--- config.mk ---
export PLATFORM = sky130hd
export DESIGN_NAME = mole_field_ctrl
export DESIGN_NICKNAME = d
export VERILOG_FILES = /design/src/rtl/mole_pkg.sv /design/src/rtl/mole_lfsr.sv /design/src/rtl/mole_field_ctrl.sv
export SDC_FILE = /design/constraint.sdc
export NUM_CORES = 1
export LEC_CHECK = 0
export BUFFER_PORTS_ARGS = -buffer_cell sky130_fd_sc_hd__buf_4
export CAP_MARGIN = 20
export CORE_AREA = 2 2 143 110
export CTS_CLUSTER_SIZE = 40
export DETAILED_ROUTE_END_ITERATION = 6
export DIE_AREA = 0 0 145 112
export GPL_ROUTABILITY_DRIVEN = 0
export MAX_ROUTING_LAYER = met4
export PLACE_DENSITY = 0.72
export SETUP_SLACK_MARGIN = 0.05
export SLEW_MARGIN = 10
export SYNTH_ARGS = -nofsm -noshare
export SYNTH_HDL_FRONTEND = slang
export SYNTH_SLANG_ARGS = --single-unit
--- constraint.sdc ---
create_clock -name clock -period 17.3 [get_ports clock]
set_input_delay 0 -clock clock [delete_from_list [all_inputs] [get_ports clock]]
set_output_delay 0 -clock clock [all_outputs]
set_load 0.01 [all_outputs]
--- src/rtl/mole_pkg.sv ---
// -----------------------------------------------------------------------------
// mole_pkg
// Shared definitions for the whack-a-mole game core:
//   - state_t        : game FSM encodings (also the encoding of the state port)
//   - DEF_*          : default parameter values for mole_field_ctrl
//   - lfsr_next()    : one step of the 16-bit Galois LFSR (taps 16,14,13,11)
// -----------------------------------------------------------------------------
package mole_pkg;

  typedef enum logic [1:0] {
    ST_IDLE   = 2'b00,
    ST_READY  = 2'b01,
    ST_INGAME = 2'b10,
    ST_OVER   = 2'b11
  } state_t;

  localparam int unsigned DEF_NUM_HOLES     = 5;
  localparam int unsigned DEF_TICK_CYCLES   = 5000000;
  localparam int unsigned DEF_TICKS_PER_SEC = 10;
  localparam int unsigned DEF_GAME_SECONDS  = 30;
  localparam int unsigned DEF_MOLE_LIFE     = 15;
  localparam int unsigned DEF_SPAWN_TICKS   = 5;
  localparam int unsigned DEF_SCORE_W       = 8;
  localparam int unsigned DEF_PENALTY       = 0;
  localparam logic [15:0] DEF_LFSR_SEED     = 16'hACE1;

  // Right-shifting Galois form of x^16 + x^14 + x^13 + x^11 + 1.
  localparam logic [15:0] LFSR_POLY = 16'hB400;

  function automatic logic [15:0] lfsr_next(input logic [15:0] cur);
    logic [15:0] shifted;
    shifted = {1'b0, cur[15:1]};
    if (cur[0]) begin
      return shifted ^ LFSR_POLY;
    end else begin
      return shifted;
    end
  endfunction

endpackage

--- src/rtl/mole_lfsr.sv ---
// -----------------------------------------------------------------------------
// mole_lfsr
// Free-running 16-bit Galois LFSR used as the spawn position source.
// Ports:
//   clock   in   system clock
//   reset   in   asynchronous, active-high reset (loads SEED)
//   o_value out  current LFSR value (registered)
// SEED must be non-zero, otherwise the register locks up at 0.
// -----------------------------------------------------------------------------
module mole_lfsr
  import mole_pkg::*;
#(
  parameter logic [15:0] SEED = DEF_LFSR_SEED
) (
  input  logic        clock,
  input  logic        reset,
  output logic [15:0] o_value
);

  logic [15:0] r_lfsr;

  // Advance one step every cycle, independent of the game state.
  always_ff @(posedge clock or posedge reset) begin
    if (reset) begin
      r_lfsr <= SEED;
    end else begin
      r_lfsr <= lfsr_next(r_lfsr);
    end
  end

  assign o_value = r_lfsr;

endmodule

--- src/rtl/mole_field_ctrl.sv ---
// -----------------------------------------------------------------------------
// mole_field_ctrl
// Game core: FSM, tick/second countdown, LFSR-driven spawner, per-hole mole
// lifetime timers, hit evaluation and score/escape accounting.
// Ports:
//   clock, reset   system clock, asynchronous active-high reset
//   start          level; starts a game from READY or restarts from OVER
//   hit_valid      one-cycle hit strobe, hit_idx = 0-based hole number
//   moles          bit i set while a mole is up in hole i
//   state          00 IDLE, 01 READY, 10 INGAME, 11 OVER
//   time_left      seconds remaining
//   score/escapes  saturating hit / timed-out mole counters
//   hit_ok/hit_bad one-cycle pulse, cycle after a hit on a mole / empty hole
//   game_over      high while in OVER
// All outputs are registered.
// -----------------------------------------------------------------------------
module mole_field_ctrl
  import mole_pkg::*;
#(
  parameter int unsigned NUM_HOLES     = DEF_NUM_HOLES,
  parameter int unsigned TICK_CYCLES   = DEF_TICK_CYCLES,
  parameter int unsigned TICKS_PER_SEC = DEF_TICKS_PER_SEC,
  parameter int unsigned GAME_SECONDS  = DEF_GAME_SECONDS,
  parameter int unsigned MOLE_LIFE     = DEF_MOLE_LIFE,
  parameter int unsigned SPAWN_TICKS   = DEF_SPAWN_TICKS,
  parameter int unsigned SCORE_W       = DEF_SCORE_W,
  parameter int unsigned PENALTY       = DEF_PENALTY,
  parameter logic [15:0] LFSR_SEED     = DEF_LFSR_SEED,
  localparam int unsigned IDX_W        = $clog2(NUM_HOLES)
) (
  input  logic                 clock,
  input  logic                 reset,
  input  logic                 start,
  input  logic                 hit_valid,
  input  logic [IDX_W-1:0]     hit_idx,
  output logic [NUM_HOLES-1:0] moles,
  output logic [1:0]           state,
  output logic [5:0]           time_left,
  output logic [SCORE_W-1:0]   score,
  output logic [SCORE_W-1:0]   escapes,
  output logic                 hit_ok,
  output logic                 hit_bad,
  output logic                 game_over
);

  localparam int unsigned TC_W  = $clog2(TICK_CYCLES + 1);
  localparam int unsigned SEC_W = $clog2(TICKS_PER_SEC + 1);
  localparam int unsigned SP_W  = $clog2(SPAWN_TICKS + 1);
  // Escape sum is wide enough for the score width plus up to 16 expiries.
  localparam int unsigned SUM_W = SCORE_W + 5;
  localparam logic [SCORE_W-1:0] SAT_MAX   = '1;
  localparam logic [7:0]         LIFE_INIT = 8'(MOLE_LIFE);

  state_t               r_state;
  logic [TC_W-1:0]      r_tick_cnt;
  logic [SEC_W-1:0]     r_sec_cnt;
  logic [SP_W-1:0]      r_spawn_cnt;
  logic [5:0]           r_time_left;
  logic [SCORE_W-1:0]   r_score;
  logic [SCORE_W-1:0]   r_escapes;
  logic                 r_hit_ok;
  logic                 r_hit_bad;
  logic                 r_game_over;

  logic [15:0]          w_lfsr;
  logic                 w_ingame;
  logic                 w_entry;
  logic                 w_tick;
  logic                 w_sec_end;
  logic                 w_final;
  logic                 w_spawn_due;
  logic                 w_hit_in_range;
  logic                 w_hit_mole;
  logic                 w_hit_empty;
  logic [IDX_W-1:0]     w_spawn_idx;
  logic [NUM_HOLES-1:0] w_mole_vec;
  logic [NUM_HOLES-1:0] w_hit_vec;
  logic [NUM_HOLES-1:0] w_expire;
  logic [NUM_HOLES-1:0] w_spawn_vec;
  logic [4:0]           w_exp_cnt;
  logic [SUM_W-1:0]     w_esc_sum;
  logic [SCORE_W-1:0]   w_esc_next;

  mole_lfsr #(.SEED(LFSR_SEED)) u_lfsr (
    .clock   (clock),
    .reset   (reset),
    .o_value (w_lfsr)
  );

  assign w_ingame    = (r_state == ST_INGAME);
  assign w_entry     = ((r_state == ST_READY) || (r_state == ST_OVER)) && start;
  assign w_tick      = w_ingame && (r_tick_cnt == TC_W'(TICK_CYCLES - 1));
  assign w_sec_end   = w_tick && (r_sec_cnt == SEC_W'(TICKS_PER_SEC - 1));
  // Last second expiring: this tick ends the game and suppresses spawn/expiry.
  assign w_final     = w_sec_end && (r_time_left <= 6'd1);
  assign w_spawn_due = w_tick && !w_final && (r_spawn_cnt == SP_W'(SPAWN_TICKS - 1));
  assign w_spawn_idx = IDX_W'(w_lfsr % 16'(NUM_HOLES));

  assign w_hit_in_range = w_ingame && hit_valid && (32'(hit_idx) < NUM_HOLES);
  // Hits look at the pre-cycle mole vector, so a same-cycle spawn is not hit.
  assign w_hit_mole     = |(w_hit_vec & w_mole_vec);
  assign w_hit_empty    = w_hit_in_range && !w_hit_mole;

  for (genvar gi = 0; gi < NUM_HOLES; gi++) begin : g_hole
    logic       r_mole;
    logic [7:0] r_life;

    assign w_hit_vec[gi]   = w_hit_in_range && (hit_idx == IDX_W'(gi));
    // A hit on the same hole wins over its expiry.
    assign w_expire[gi]    = w_tick && !w_final && r_mole && !w_hit_vec[gi] &&
                             (r_life == 8'd1);
    assign w_spawn_vec[gi] = w_spawn_due && !r_mole && (w_spawn_idx == IDX_W'(gi));
    assign w_mole_vec[gi]  = r_mole;

    // Per-hole mole flag and lifetime counter.
    always_ff @(posedge clock or posedge reset) begin
      if (reset) begin
        r_mole <= 1'b0;
        r_life <= 8'd0;
      end else if (w_entry || w_final) begin
        r_mole <= 1'b0;
        r_life <= 8'd0;
      end else if (w_hit_vec[gi] && r_mole) begin
        r_mole <= 1'b0;
        r_life <= 8'd0;
      end else if (w_expire[gi]) begin
        r_mole <= 1'b0;
        r_life <= 8'd0;
      end else if (w_spawn_vec[gi]) begin
        r_mole <= 1'b1;
        r_life <= LIFE_INIT;
      end else if (w_tick && r_mole) begin
        r_life <= r_life - 8'd1;
      end
    end
  end

  // Count holes expiring this tick and saturate the escape counter.
  always_comb begin
    w_exp_cnt = 5'd0;
    for (int i = 0; i < int'(NUM_HOLES); i++) begin
      w_exp_cnt = w_exp_cnt + 5'(w_expire[i]);
    end
    w_esc_sum = SUM_W'(r_escapes) + SUM_W'(w_exp_cnt);
    if (w_esc_sum > SUM_W'(SAT_MAX)) begin
      w_esc_next = SAT_MAX;
    end else begin
      w_esc_next = w_esc_sum[SCORE_W-1:0];
    end
  end

  // Game FSM, countdown counters, score and hit pulses.
  always_ff @(posedge clock or posedge reset) begin
    if (reset) begin
      r_state     <= ST_IDLE;
      r_tick_cnt  <= '0;
      r_sec_cnt   <= '0;
      r_spawn_cnt <= '0;
      r_time_left <= 6'(GAME_SECONDS);
      r_score     <= '0;
      r_escapes   <= '0;
      r_hit_ok    <= 1'b0;
      r_hit_bad   <= 1'b0;
      r_game_over <= 1'b0;
    end else begin
      r_hit_ok  <= w_hit_mole;
      r_hit_bad <= w_hit_empty;
      case (r_state)
        ST_IDLE: begin
          r_state <= ST_READY;
        end
        ST_READY, ST_OVER: begin
          if (start) begin
            r_state     <= ST_INGAME;
            r_tick_cnt  <= '0;
            r_sec_cnt   <= '0;
            r_spawn_cnt <= '0;
            r_time_left <= 6'(GAME_SECONDS);
            r_score     <= '0;
            r_escapes   <= '0;
            r_game_over <= 1'b0;
          end
        end
        ST_INGAME: begin
          r_tick_cnt <= w_tick ? '0 : (r_tick_cnt + TC_W'(1));
          if (w_tick) begin
            r_sec_cnt <= w_sec_end ? '0 : (r_sec_cnt + SEC_W'(1));
            if (!w_final) begin
              r_spawn_cnt <= (r_spawn_cnt == SP_W'(SPAWN_TICKS - 1)) ?
                             '0 : (r_spawn_cnt + SP_W'(1));
            end
          end
          if (w_final) begin
            r_state     <= ST_OVER;
            r_time_left <= 6'd0;
            r_game_over <= 1'b1;
          end else if (w_sec_end) begin
            r_time_left <= r_time_left - 6'd1;
          end
          r_escapes <= w_esc_next;
          if (w_hit_mole && (r_score != SAT_MAX)) begin
            r_score <= r_score + SCORE_W'(1);
          end else if (w_hit_empty && (PENALTY != 0) && (r_score != '0)) begin
            r_score <= r_score - SCORE_W'(1);
          end
        end
        default: begin
          r_state <= ST_IDLE;
        end
      endcase
    end
  end

  assign moles     = w_mole_vec;
  assign state     = r_state;
  assign time_left = r_time_left;
  assign score     = r_score;
  assign escapes   = r_escapes;
  assign hit_ok    = r_hit_ok;
  assign hit_bad   = r_hit_bad;
  assign game_over = r_game_over;

endmodule
* Word-level counts from Yosys, hierarchy flattened
Cells that the tools add are included.
Widths: inputs -> output; s select.
** Word-level totals
- Bits in registers :: 118
- Input port bits :: 7
- Output and inout bits :: 32
- Word-level logic and storage cells :: 228
** Operators by class
- $add $sub $neg :: 15
- Div/mod/pow operators :: 1
- Magnitude comparators :: 3
- Equality and inequality tests :: 26
- Muxes and demuxes :: 73
- Bitwise operators :: 2
- Reduce and logical (&&, ||, !) cells :: 87
** Operator list (number)
- $mux 8 :: 28
- $logic_and 1x1->1 :: 50
- $mux 23 :: 2
- $pmux 23 s2 :: 1
- $eq 8x1->1 const B :: 5
- $sub 8x1->8 const B :: 5
- $pmux 8 s2 :: 2
- $reduce_bool 5->1 :: 5
- $add 23x1->23 const B :: 1
- $eq 23x23->1 const B :: 1
- $mux 1 :: 22
- $reduce_bool 4->1 :: 5
- $mux 6 :: 3
- $mod 16x3->16 const B :: 1
- $mux 16 :: 1
- $eq 3x2->1 const B :: 4
- $logic_not 1->1 :: 12
- $mux 3 :: 4
- $mux 4 :: 3
- $pmux 6 s2 :: 1
- $reduce_and 3->1 :: 4
- $add 8x5->9 :: 1
- $eq 3x3->1 const B :: 3
- $gt 9x8->1 const B :: 1
- 33 further kinds :: 42

* Logic depth before layout (Yosys ltp)
Gate-level depths: netlist (run 1).
- Word-level depth :: 17
- Mapped depth :: 32
- Mapped depth without buffers :: 27

* Modules after synthesis
A second synthesis (run 1) with hierarchy kept.
** Second synthesis, totals
- Cells, all modules :: 1050
- Area total of the unflattened synthesis :: 8833.5 µm²
** By module, submodules not included
- mole_field_ctrl :: times used 1, cells each 1030, area an instance 8393.0 µm², seq. area each 2557.5 µm²
- mole_lfsr :: times used 1, cells each 20, area an instance 440.4 µm², seq. area each 410.4 µm²

* Worst setup path before layout (run 1)
Ideal clock, no wire load.
- Path type :: flip-flop to flip-flop
- Start :: register u_lfsr.r_lfsr[15] (netlist: u_lfsr.o_value[15])
- End :: register g_hole[0].r_life[1]
- Setup time :: 149 ps
- Arrival :: 6133 ps
- Data required time :: 17151 ps
- Slack :: 11017 ps
- Stages on the path, launching flop included :: 30
- Buffers on the path :: 4
- Period minus slack after synthesis :: 6283 ps
- Path through :: dfstp_2 buf_4 and4bb_1 a22oi_1 nor2_1 or3_1 buf_6 a31o_1 a21oi_1 o211ai_1 o22a_1 a211oi_2 buf_6 nand3_1 a21oi_1 nand4b_1 nand2_1 ha_1 inv_1 o211ai_1 a211oi_1 nor2_1 ha_1 nor2b_1 o221a_2 o221a_1 buf_6 o21a_4 o2111ai_2 o221ai_1
** Between the ends
- Word-level cells in the longest chain between the ends :: 7
- Elaborated cells on any way between the ends :: 8
- Classes of those cells :: 1 x div; 4 x mux; 3 x reduce/logical
** Ends and longest elaborated chain
- start, declared :: line mole_lfsr.sv:20 : logic [15:0] r_lfsr;
- start signal, assigned :: line mole_lfsr.sv:27 : r_lfsr <= lfsr_next(r_lfsr);
- $mod 16x3->16 (*) :: line mole_field_ctrl.sv:97 : assign w_spawn_idx = IDX_W'(w_lfsr % 16'(NUM_HOLES));
- $logic_not 3->1 (*) :: line mole_field_ctrl.sv:112 : assign w_spawn_vec[gi] = w_spawn_due && !r_mole && (w_spawn_idx == IDX_W'(gi));
- $logic_and 1x1->1 (*) :: line mole_field_ctrl.sv:112
- $mux 8 :: line mole_field_ctrl.sv:129 : end else if (w_spawn_vec[gi]) begin
- $mux 8 :: line mole_field_ctrl.sv:126 : end else if (w_expire[gi]) begin
- $mux 8 :: line mole_field_ctrl.sv:123 : end else if (w_hit_vec[gi] && r_mole) begin
- $mux 8 :: line mole_field_ctrl.sv:120 : end else if (w_entry || w_final) begin
- end signal, assigned :: line mole_field_ctrl.sv:133 : r_life <= r_life - 8'd1;
- end, declared :: line mole_field_ctrl.sv:106 : logic [7:0] r_life;
Mark *: on every way between the ends. The rest lies on a longest branch, timed or not.
A chain may end at the register's enable or synchronous reset.

* Worst setup path after layout (run 1)
- Start :: register u_lfsr.r_lfsr[10] (netlist: u_lfsr.o_value[10])
- End :: register g_hole[3].r_life[5]
** Between the ends
- Word-level cells in the longest chain between the ends :: 7
- Elaborated cells on any way between the ends :: 8
- Classes of those cells :: 1 x div; 1 x eq/ne; 4 x mux; 2 x reduce/logical
** Ends and longest elaborated chain (line)
- $mod 16x3->16 (*) :: mole_field_ctrl.sv:97
- $eq 3x2->1 (*) :: mole_field_ctrl.sv:112
- $logic_and 1x1->1 (*) :: mole_field_ctrl.sv:112
- $mux 8 :: mole_field_ctrl.sv:129
- $mux 8 :: mole_field_ctrl.sv:126
- $mux 8 :: mole_field_ctrl.sv:123
- $mux 8 :: mole_field_ctrl.sv:120
- end signal, assigned :: mole_field_ctrl.sv:133
- end, declared :: mole_field_ctrl.sv:106
Marks and branches as above.

==> results of run 1 <==
## state kept, by name, summed over array words and instances, names as in the netlist
| register | cells |
|---|---|
| score | 8 |
| g_hole.r_mole | 5 |
| u_lfsr.o_value | 16 |
| escapes | 8 |
| g_hole.r_life | 40 |
| r_sec_cnt | 4 |
| hit_bad | 1 |
| state | 2 |
| time_left | 6 |
| hit_ok | 1 |
| game_over | 1 |
| r_spawn_cnt | 3 |
| r_tick_cnt | 23 |
## synthesized netlist by cell type (all sizes together), types with 5 or more instances
cell / count
a211oi: 11
a21oi: 55
a31oi: 7
and2: 8
and3: 16
buf: 17
clkbuf: 26
dfrtp: 106
dfstp: 12
ha: 26
inv: 41
mux2i: 7
nand2: 114
nand2b: 13
nand3: 36
nand4: 28
nand4b: 8
nor2: 99
nor2b: 9
nor3: 34
nor3b: 7
nor4: 19
o2111ai: 6
o211ai: 10
o21ai: 69
o22ai: 5
o31ai: 6
o41ai: 5
or3: 9
xnor2: 27
xor2: 24
## worst max path at each step
stage                                       from                               to  slack (ns)  cells after the start
floorplan           u_lfsr.o_value[15]$_DFF_PP1_  g_hole[0].r_life[1]$_DFFE_PP0P_       11.02                     29
global placement    u_lfsr.o_value[10]$_DFF_PP1_  g_hole[0].r_life[5]$_DFFE_PP0P_       10.04                     26
detailed placement  u_lfsr.o_value[10]$_DFF_PP1_  g_hole[0].r_life[4]$_DFFE_PP0P_        9.77                     26
CTS                 u_lfsr.o_value[10]$_DFF_PP1_  g_hole[3].r_life[5]$_DFFE_PP0P_        9.65                     26
global route        u_lfsr.o_value[12]$_DFF_PP0_  g_hole[0].r_life[4]$_DFFE_PP0P_        8.89                     26
finish              u_lfsr.o_value[10]$_DFF_PP1_  g_hole[3].r_life[5]$_DFFE_PP0P_        9.51                     26
## per-layer routing
layer / vias to the layer above / global-route usage (%) / wire (µm)
met2: 253 / 35.7 / 8100
met4: 0 / 7.59 / 249
met3: 26 / 5.33 / 1220
met5: - / - / 0
li1: 3490 / - / -
met1: 3434 / 36.1 / 9280
## worst register-to-register path: stages (launching register included)
cell	delay, ns
dfstp_2	0.69
nand3b_1	0.21
nand2b_1	0.22
a32o_1	0.28
nand2_1	0.35
o32ai_1	0.17
a221oi_1	0.59
o211ai_1	0.21
o22a_1	0.26
a211oi_2	0.86
nand3_1	0.15
a21oi_1	0.20
nand4b_1	0.16
nand2_1	0.12
ha_1	0.20
inv_1	0.10
o211ai_1	0.14
a211oi_1	0.63
nor2_1	0.16
ha_1	0.30
nor2b_1	0.17
o221a_2	0.26
o221a_1	0.38
o21a_4	0.27
o2111ai_2	0.35
nand2b_2	0.15
nor2_1	0.14
## report_power, final
| group | switching, mW | internal (mW) | leakage (nW) | total (mW) |
|---|---|---|---|---|
| Combinational | 0.0640 | 0.0396 | 2.10 | 0.104 |
| Clock | 0.136 | 0.261 | 0.311 | 0.397 |
| Sequential | 0.0227 | 0.297 | 1.57 | 0.319 |
## logic make-up after synthesis
group / share of synthesized area (%)
muxes: 1.15
AOI/OAI and AO/OA: 20.2
buffers and inverters: 4.69
and+or+nand+nor: 26.7
xor gates and xnor gates: 5.55
DFF: 36.9
adders and majority gates: 4.79
## layout make-up
type | instances | area, µm²
Fill cell | 1289 | 5780
Multi-Input combinational cell | 741 | 4710
Sequential cell | 118 | 2970
Clock buffer | 18 | 439
Timing Repair Buffer | 45 | 348
Tap cell | 205 | 256
Clock inverter | 14 | 223
Inverter | 42 | 160
## per-stage QoR
| step | util, % | power (mW) | hold WS, ns | setup WS [ns] | instance area [µm²] |
|---|---|---|---|---|---|
| detailed placement | 56.4 | 0.426 | 0.128 | 9.77 | 8400 |
| finish | 61.2 | 0.820 | 0.161 | 9.51 | 9100 |
| global route | 61.2 | 0.856 | 0.197 | 8.89 | 9100 |
| CTS | 61.2 | 0.825 | 0.123 | 9.65 | 9100 |
| floorplan | - | 0.392 | 0.192 | 11.02 | 8050 |
| global placement | 56.4 | 0.423 | 0.125 | 10.04 | 8400 |
==> key figures, run 1 <==
Worst setup path
  – Worst Path Arrival: 8.13 ns
  – CP Capture Type: register
  – Worst Path Max Fanout: 15
  – Worst r2r path cells: 26
  – Worst endpoint required time: about 18 ns
  – Worst r2r dst: g_hole[3].r_life[5]$_DFFE_PP0P_
  – Critical Path Start Type: register
  – CP delay by family, top: compound AO/OA/AOI/OAI gates
  – Worst r2r src: u_lfsr.o_value[10]$_DFF_PP1_
  – Buf+Inv Stages, Crit Path: 1
  – CP Class: register to register
  – R2r setup slk: around 9.5 ns
  – Worst path slowest cell: a211oi_2
  – Largest stage delay, worst path: between 0.8 and 0.9 ns

Placement
  – IO buf count: 38
  – Post-DP HPWL: 13,000 µm
  – Dpl cells: roughly 1,100

Global routing
  – Vias in the first global route: 6,823
  – Largest net degree at the start of global routing: 71
  – Total grt overflow: 0
  – GRT Util Overall: 25.1%
  – Global-route wire length before repair: 33,000 µm
  – Antenna violations before repair: 0

Logic synthesis
  – Leading area contributor after synthesis: dfrtp_1
  – Syn. warnings: 0
  – Mapped Cells: 944
  – Synthesized area: around 8000 µm²
  – Synth top area share: 32.9%
  – Syn nets: 980
  – Syn Area/Cell: 8.53 µm²
  – Library cells used by synthesis: 94
  – Yosys reg bits: approximately 120
  – Sequential area share after synthesis: 36.9%
  – Number of flops mapped to enable cells by yosys: 0
  – FFs w/ async S/R, synth: 100%
  – Synth Flop Type: dfrtp_1
  – Ranking of synthesized cells by area: dfrtp_1, nand2_1, nor2_1, ha_1, dfstp_2

Worst hold path
  – WHS Endpoint: g_hole[3].r_life[0]$_DFFE_PP0P_
  – Hold depth: 4
  – Worst hold path class: input pin to register
  – Worst Min Path Start: hit_idx[1]

Detailed routing
  – Vias per inst: 6.09
  – Routed via count: 7,203
  – Final wirelength: around 19,000 µm
  – DRT Pass-1 Iters: 5
  – DR WL/cell: 15.9 µm
  – Routed Antenna Nets: 0
  – Initial DRC count: just under 700
  – DRC Markers: 0

Floorplan
  – Die width: ~150 µm
  – Die height: 112 µm
  – Die ar.: between 15,000 and 20,000 µm²
  – Top-level port count: 39
  – Number of cell rows: 39
  – Std-Cell Core Area: ~15,000 µm²
  – Initial Util: between 50% and 60%

STA
  – Slew Limit Fails: 0
  – Actual slew at the worst max-slew pin: 1.06 ns
  – Final setup viols: 0
  – Tmin final: slightly below 8 ns
  – Clock skew: approximately 0.0092 ns
  – FMAX: 128 MHz
  – Crit share post-route: between 40% and 50%
  – Max_slew headroom: between 20% and 30%
  – Total Neg Setup Slack: 0 ns
  – RSZ-0062 raised after global routing: false
  – Hold Vio Cnt, Final: 0

Finish
  – Finished Layout Cells: 1,183
  – Commonest non-fill, non-tap cell in the layout: nand2_1
  – Commonest non-fill, non-tap cells in the layout: nand2_1, dfrtp_1, nor2_1
  – Share of layout cells above drive strength 1: 12.5%
  – Antenna diodes: 0
  – Area delta synth->final: 13.0%
  – Final #Nets: 1,001

Clock tree
  – Root Buffer: clkbuf_16
  – Cts bufs inserted: 17
  – Htree depth: 4
  – Clock Latency Late Sink: 0.42 ns
  – Clock net sink count: roughly 120
  – Post-CTS sizing: 0
  – CTS tree: done
  – Setup bufs post-CTS: 0
  – Clock Tree Buf Depth: 2
  – Clk slew on worst S/H paths: 0.06 ns
  – Cts hold-fix bufs: 4

Pwr
  – IR Drop Worst-Case VDD: 0.0000817 V
  – Pwr dens: 90.1 nW/µm²
  – Leakage: 3.98 nW

Run status
  – Outcome: finished clean

Run
  – Max-cap viol count: 0
Note: power is estimated with default switching activity, not from simulation.
==> inputs of run 2 (changes only) <==
PLACE_DENSITY = 0.75   (was 0.72)
clock period = 6.6 ns   (was 17.3 ns; I/O delays follow)
==> run 2 against run 1 <==
  * Sequential power rose to 2.6 times the previous value
  * Highest routed layer unchanged
  * Largest power group unchanged
  * Register-to-register slack got worse by 9.3 ns
  * Power rose to 2.5 times the previous value
  * Clock power rose by 140%
  * First-iteration DRC count grew 15%
  * Combinational power rose to 2.6 times the previous value
  * Cell count rose by 4.6%
  * Clock skew down 0.00051 ns
  * Largest cell class unchanged
  * Global-route usage grew 0.14 points
==> key figures, run 2 (synthesis results as in run 1) <==
Clock tree
  – CTS tree: done
  – Root Buffer: clkbuf_16
  – Cts bufs inserted: 17 (unchanged)
  – Clk slew on worst S/H paths: 0.06 ns (about the same)
  – Clock Tree Buf Depth: 2 (unchanged)
  – Clock net sink count: 118 (unchanged)
  – Htree depth: 4 (unchanged)
  – Clock Latency Late Sink: 0.42 ns (about the same)

Floorplan
  – Number of cell rows: 39 (unchanged)
  – Die width: 145 µm (unchanged)
  – Top-level port count: 39 (unchanged)
  – Die height: 112 µm (unchanged)
  – Std-Cell Core Area: 14,900 µm² (unchanged)
  – Initial Util: 54.1% (unchanged)
  – Die ar.: 16,200 µm² (unchanged)

Finish
  – Largest register FFs: 40 (unchanged)
  – Area delta synth->final: 21.6%
  – Final #Nets: 1,055 (+5.4%)
  – Commonest non-fill, non-tap cells in the layout: nand2_1, dfrtp_1, nor2_1
  – Antenna diodes: 0 (unchanged)
  – Design Area, Final: 9790 µm² (+7.6%)
  – Commonest non-fill, non-tap cell in the layout: nand2_1
  – Largest Register: g_hole.r_life
  – Share of layout cells above drive strength 1: 20.2% (+7.7 points)

Global routing
  – Vias in the first global route: 6,944 (+1.8%)
  – Total grt overflow: 0 (unchanged)
  – Largest net degree at the start of global routing: 71 (unchanged)
  – GRT Util Overall: 25.3% (+0.14 points)
  – Antenna violations before repair: 0 (unchanged)
  – Global-route wire length before repair: 33,300 µm (+0.94%)

Placement
  – IO buf count: 38 (unchanged)
  – Post-DP HPWL: 13,100 µm (+1.4%)
  – Post-DP Area: 8560 µm² (+1.9%)

Pwr
  – Leakage: 4.29 nW (+7.7%)
  – Total power: 2.07 mW (+150%)
  – IR Drop Worst-Case VDD: 0.000186 V (+130%)
  – Pwr dens: 211 nW/µm² (+130%)

Detailed routing
  – DRT Pass-1 Iters: 6 (+1)
  – Routed Antenna Nets: 0 (unchanged)
  – Routed via count: 7,505 (+4.2%)
  – DRC Markers: 0 (unchanged)
  – Vias per inst: 6.07 (-0.36%)
  – Final wirelength: 20,400 µm (+8.2%)
  – Initial DRC count: 785 (+15%)
  – DR WL/cell: 16.5 µm (+3.5%)

Worst hold path
  – WHS Endpoint: g_hole[3].r_life[1]$_DFFE_PP0P_
  – Worst hold path class: input pin to register
  – Hold depth: 4 (unchanged)
  – Worst Min Path Start: hit_idx[1]

Worst setup path
  – R2r setup slk: 0.23 ns (-9.28 ns)
  – Worst r2r src: u_lfsr.o_value[13]$_DFF_PP1_
  – CP Capture Type: register
  – Worst endpoint required time: 6.91 ns (-10.73 ns)
  – Worst r2r path cells: 26 (unchanged)
  – CP Class: register to register
  – Worst r2r dst: g_hole[2].r_life[1]$_DFFE_PP0P_
  – Worst Path Arrival: 6.68 ns (-1.45 ns)
  – Worst Path Max Fanout: 8 (-7)
  – Critical Path Start Type: register

STA
  – Tmin final: 6.37 ns (-1.42 ns)
  – FMAX: 157 MHz (+22%)
  – Actual slew at the worst max-slew pin: 0.900 ns (-0.156 ns)
  – Slew Limit Fails: 0 (unchanged)
  – Final setup viols: 0 (unchanged)
  – Hold Vio Cnt, Final: 0 (unchanged)
  – Crit share post-route: 96.5% (+52 points)
  – Max_slew headroom: 39.8% (+10 points)
  – Clock skew: 0.00872 ns (-0.000506 ns)
  – WHS: 0.152 ns (-0.00942 ns)

Run
  – Max-cap viol count: 0 (unchanged)

Run status
  – Outcome: finished clean
## run 2: cell type report
| type | instances | area, µm² |
|---|---|---|
| inverter | 42 | 160 |
| clock buffer | 21 | 470 |
| fill | 1230 | 5090 |
| clock inverter | 11 | 149 |
| tap | 205 | 256 |
| sequential | 118 | 2970 |
| timing repair buffer | 99 | 823 |
| multi-input combinational | 741 | 4960 |
## run 2: per-layer routing
layer  share of wire, %  GRT usage (%)  wire, µm
met2                 45           36.8      9250
met3                6.0           5.08      1220
met5                  0              -         0
met1                 47           35.8      9610
met4                1.6           7.39       322
## run 2: critical path: stages, from the launching register on
cell and delay, ns:
dfstp_2 0.63, buf_6 0.14, nand4b_1 0.15, o211ai_1 0.17, nor3_4 0.39, o32ai_2 0.16, a221o_2 0.44, or3_4 0.40
a311oi_4 0.39, a211oi_4 0.12, clkbuf_16 0.18, or4_1 0.50, a21oi_1 0.19, a311oi_2 0.10, o211ai_1 0.22, and3_1 0.25
nor2_2 0.06, ha_1 0.19, nor2b_1 0.15, nor3_1 0.29, mux2i_1 0.14, o221a_4 0.18, buf_4 0.15, mux2i_1 0.12
o21ai_2 0.25, o21ai_1 0.11, a22o_1 0.18
## run 2: per-stage QoR
| stage | setup slack (ns) | instances | utilization [%] | setup TNS, ns |
|---|---|---|---|---|
| after global placement | 0.194 | 1167 | 57.5 | 0 |
| after CTS | 0.0698 | 1203 | 62.0 | 0 |
| final | 0.229 | 1237 | 65.8 | 0 |
| after detailed placement | 0.0780 | 1167 | 57.5 | 0 |
| after global routing | -0.0908 | 1237 | 65.8 | -1.06 |
| after floorplan | 0.317 | 944 | - | 0 |
## run 2: worst max path at each step
stage	slack [ns]	depth (start not counted)	to	from
3_5_place_dp	0.08	28	g_hole[0].r_life[5]$_DFFE_PP0P_	u_lfsr.o_value[10]$_DFF_PP1_
4_1_cts	0.07	28	g_hole[0].r_life[5]$_DFFE_PP0P_	u_lfsr.o_value[10]$_DFF_PP1_
5_1_grt	-0.09	30	g_hole[1].r_life[1]$_DFFE_PP0P_	u_lfsr.o_value[15]$_DFF_PP1_
3_3_place_gp	0.19	28	g_hole[0].r_life[6]$_DFFE_PP0P_	u_lfsr.o_value[15]$_DFF_PP1_
6_report	0.23	26	g_hole[2].r_life[1]$_DFFE_PP0P_	u_lfsr.o_value[13]$_DFF_PP1_
2_1_floorplan	0.32	29	g_hole[0].r_life[1]$_DFFE_PP0P_	u_lfsr.o_value[15]$_DFF_PP1_
## run 2: timing repair
item                                   in CTS  in global routing
cloned                                      0                  1
setup endpoints to repair                  19                 45
hold buffers                                4                  0
endpoints found under the hold margin      62                  0
buffers inserted                            0                 33
gates resized for setup                     1                 56
pin swaps                                   0                 31
## run 2: power breakdown
part | total (mW) | internal [mW] | switching (mW)
Clock | 0.959 | 0.623 | 0.336
Combinational | 0.273 | 0.104 | 0.169
Sequential | 0.839 | 0.778 | 0.0606
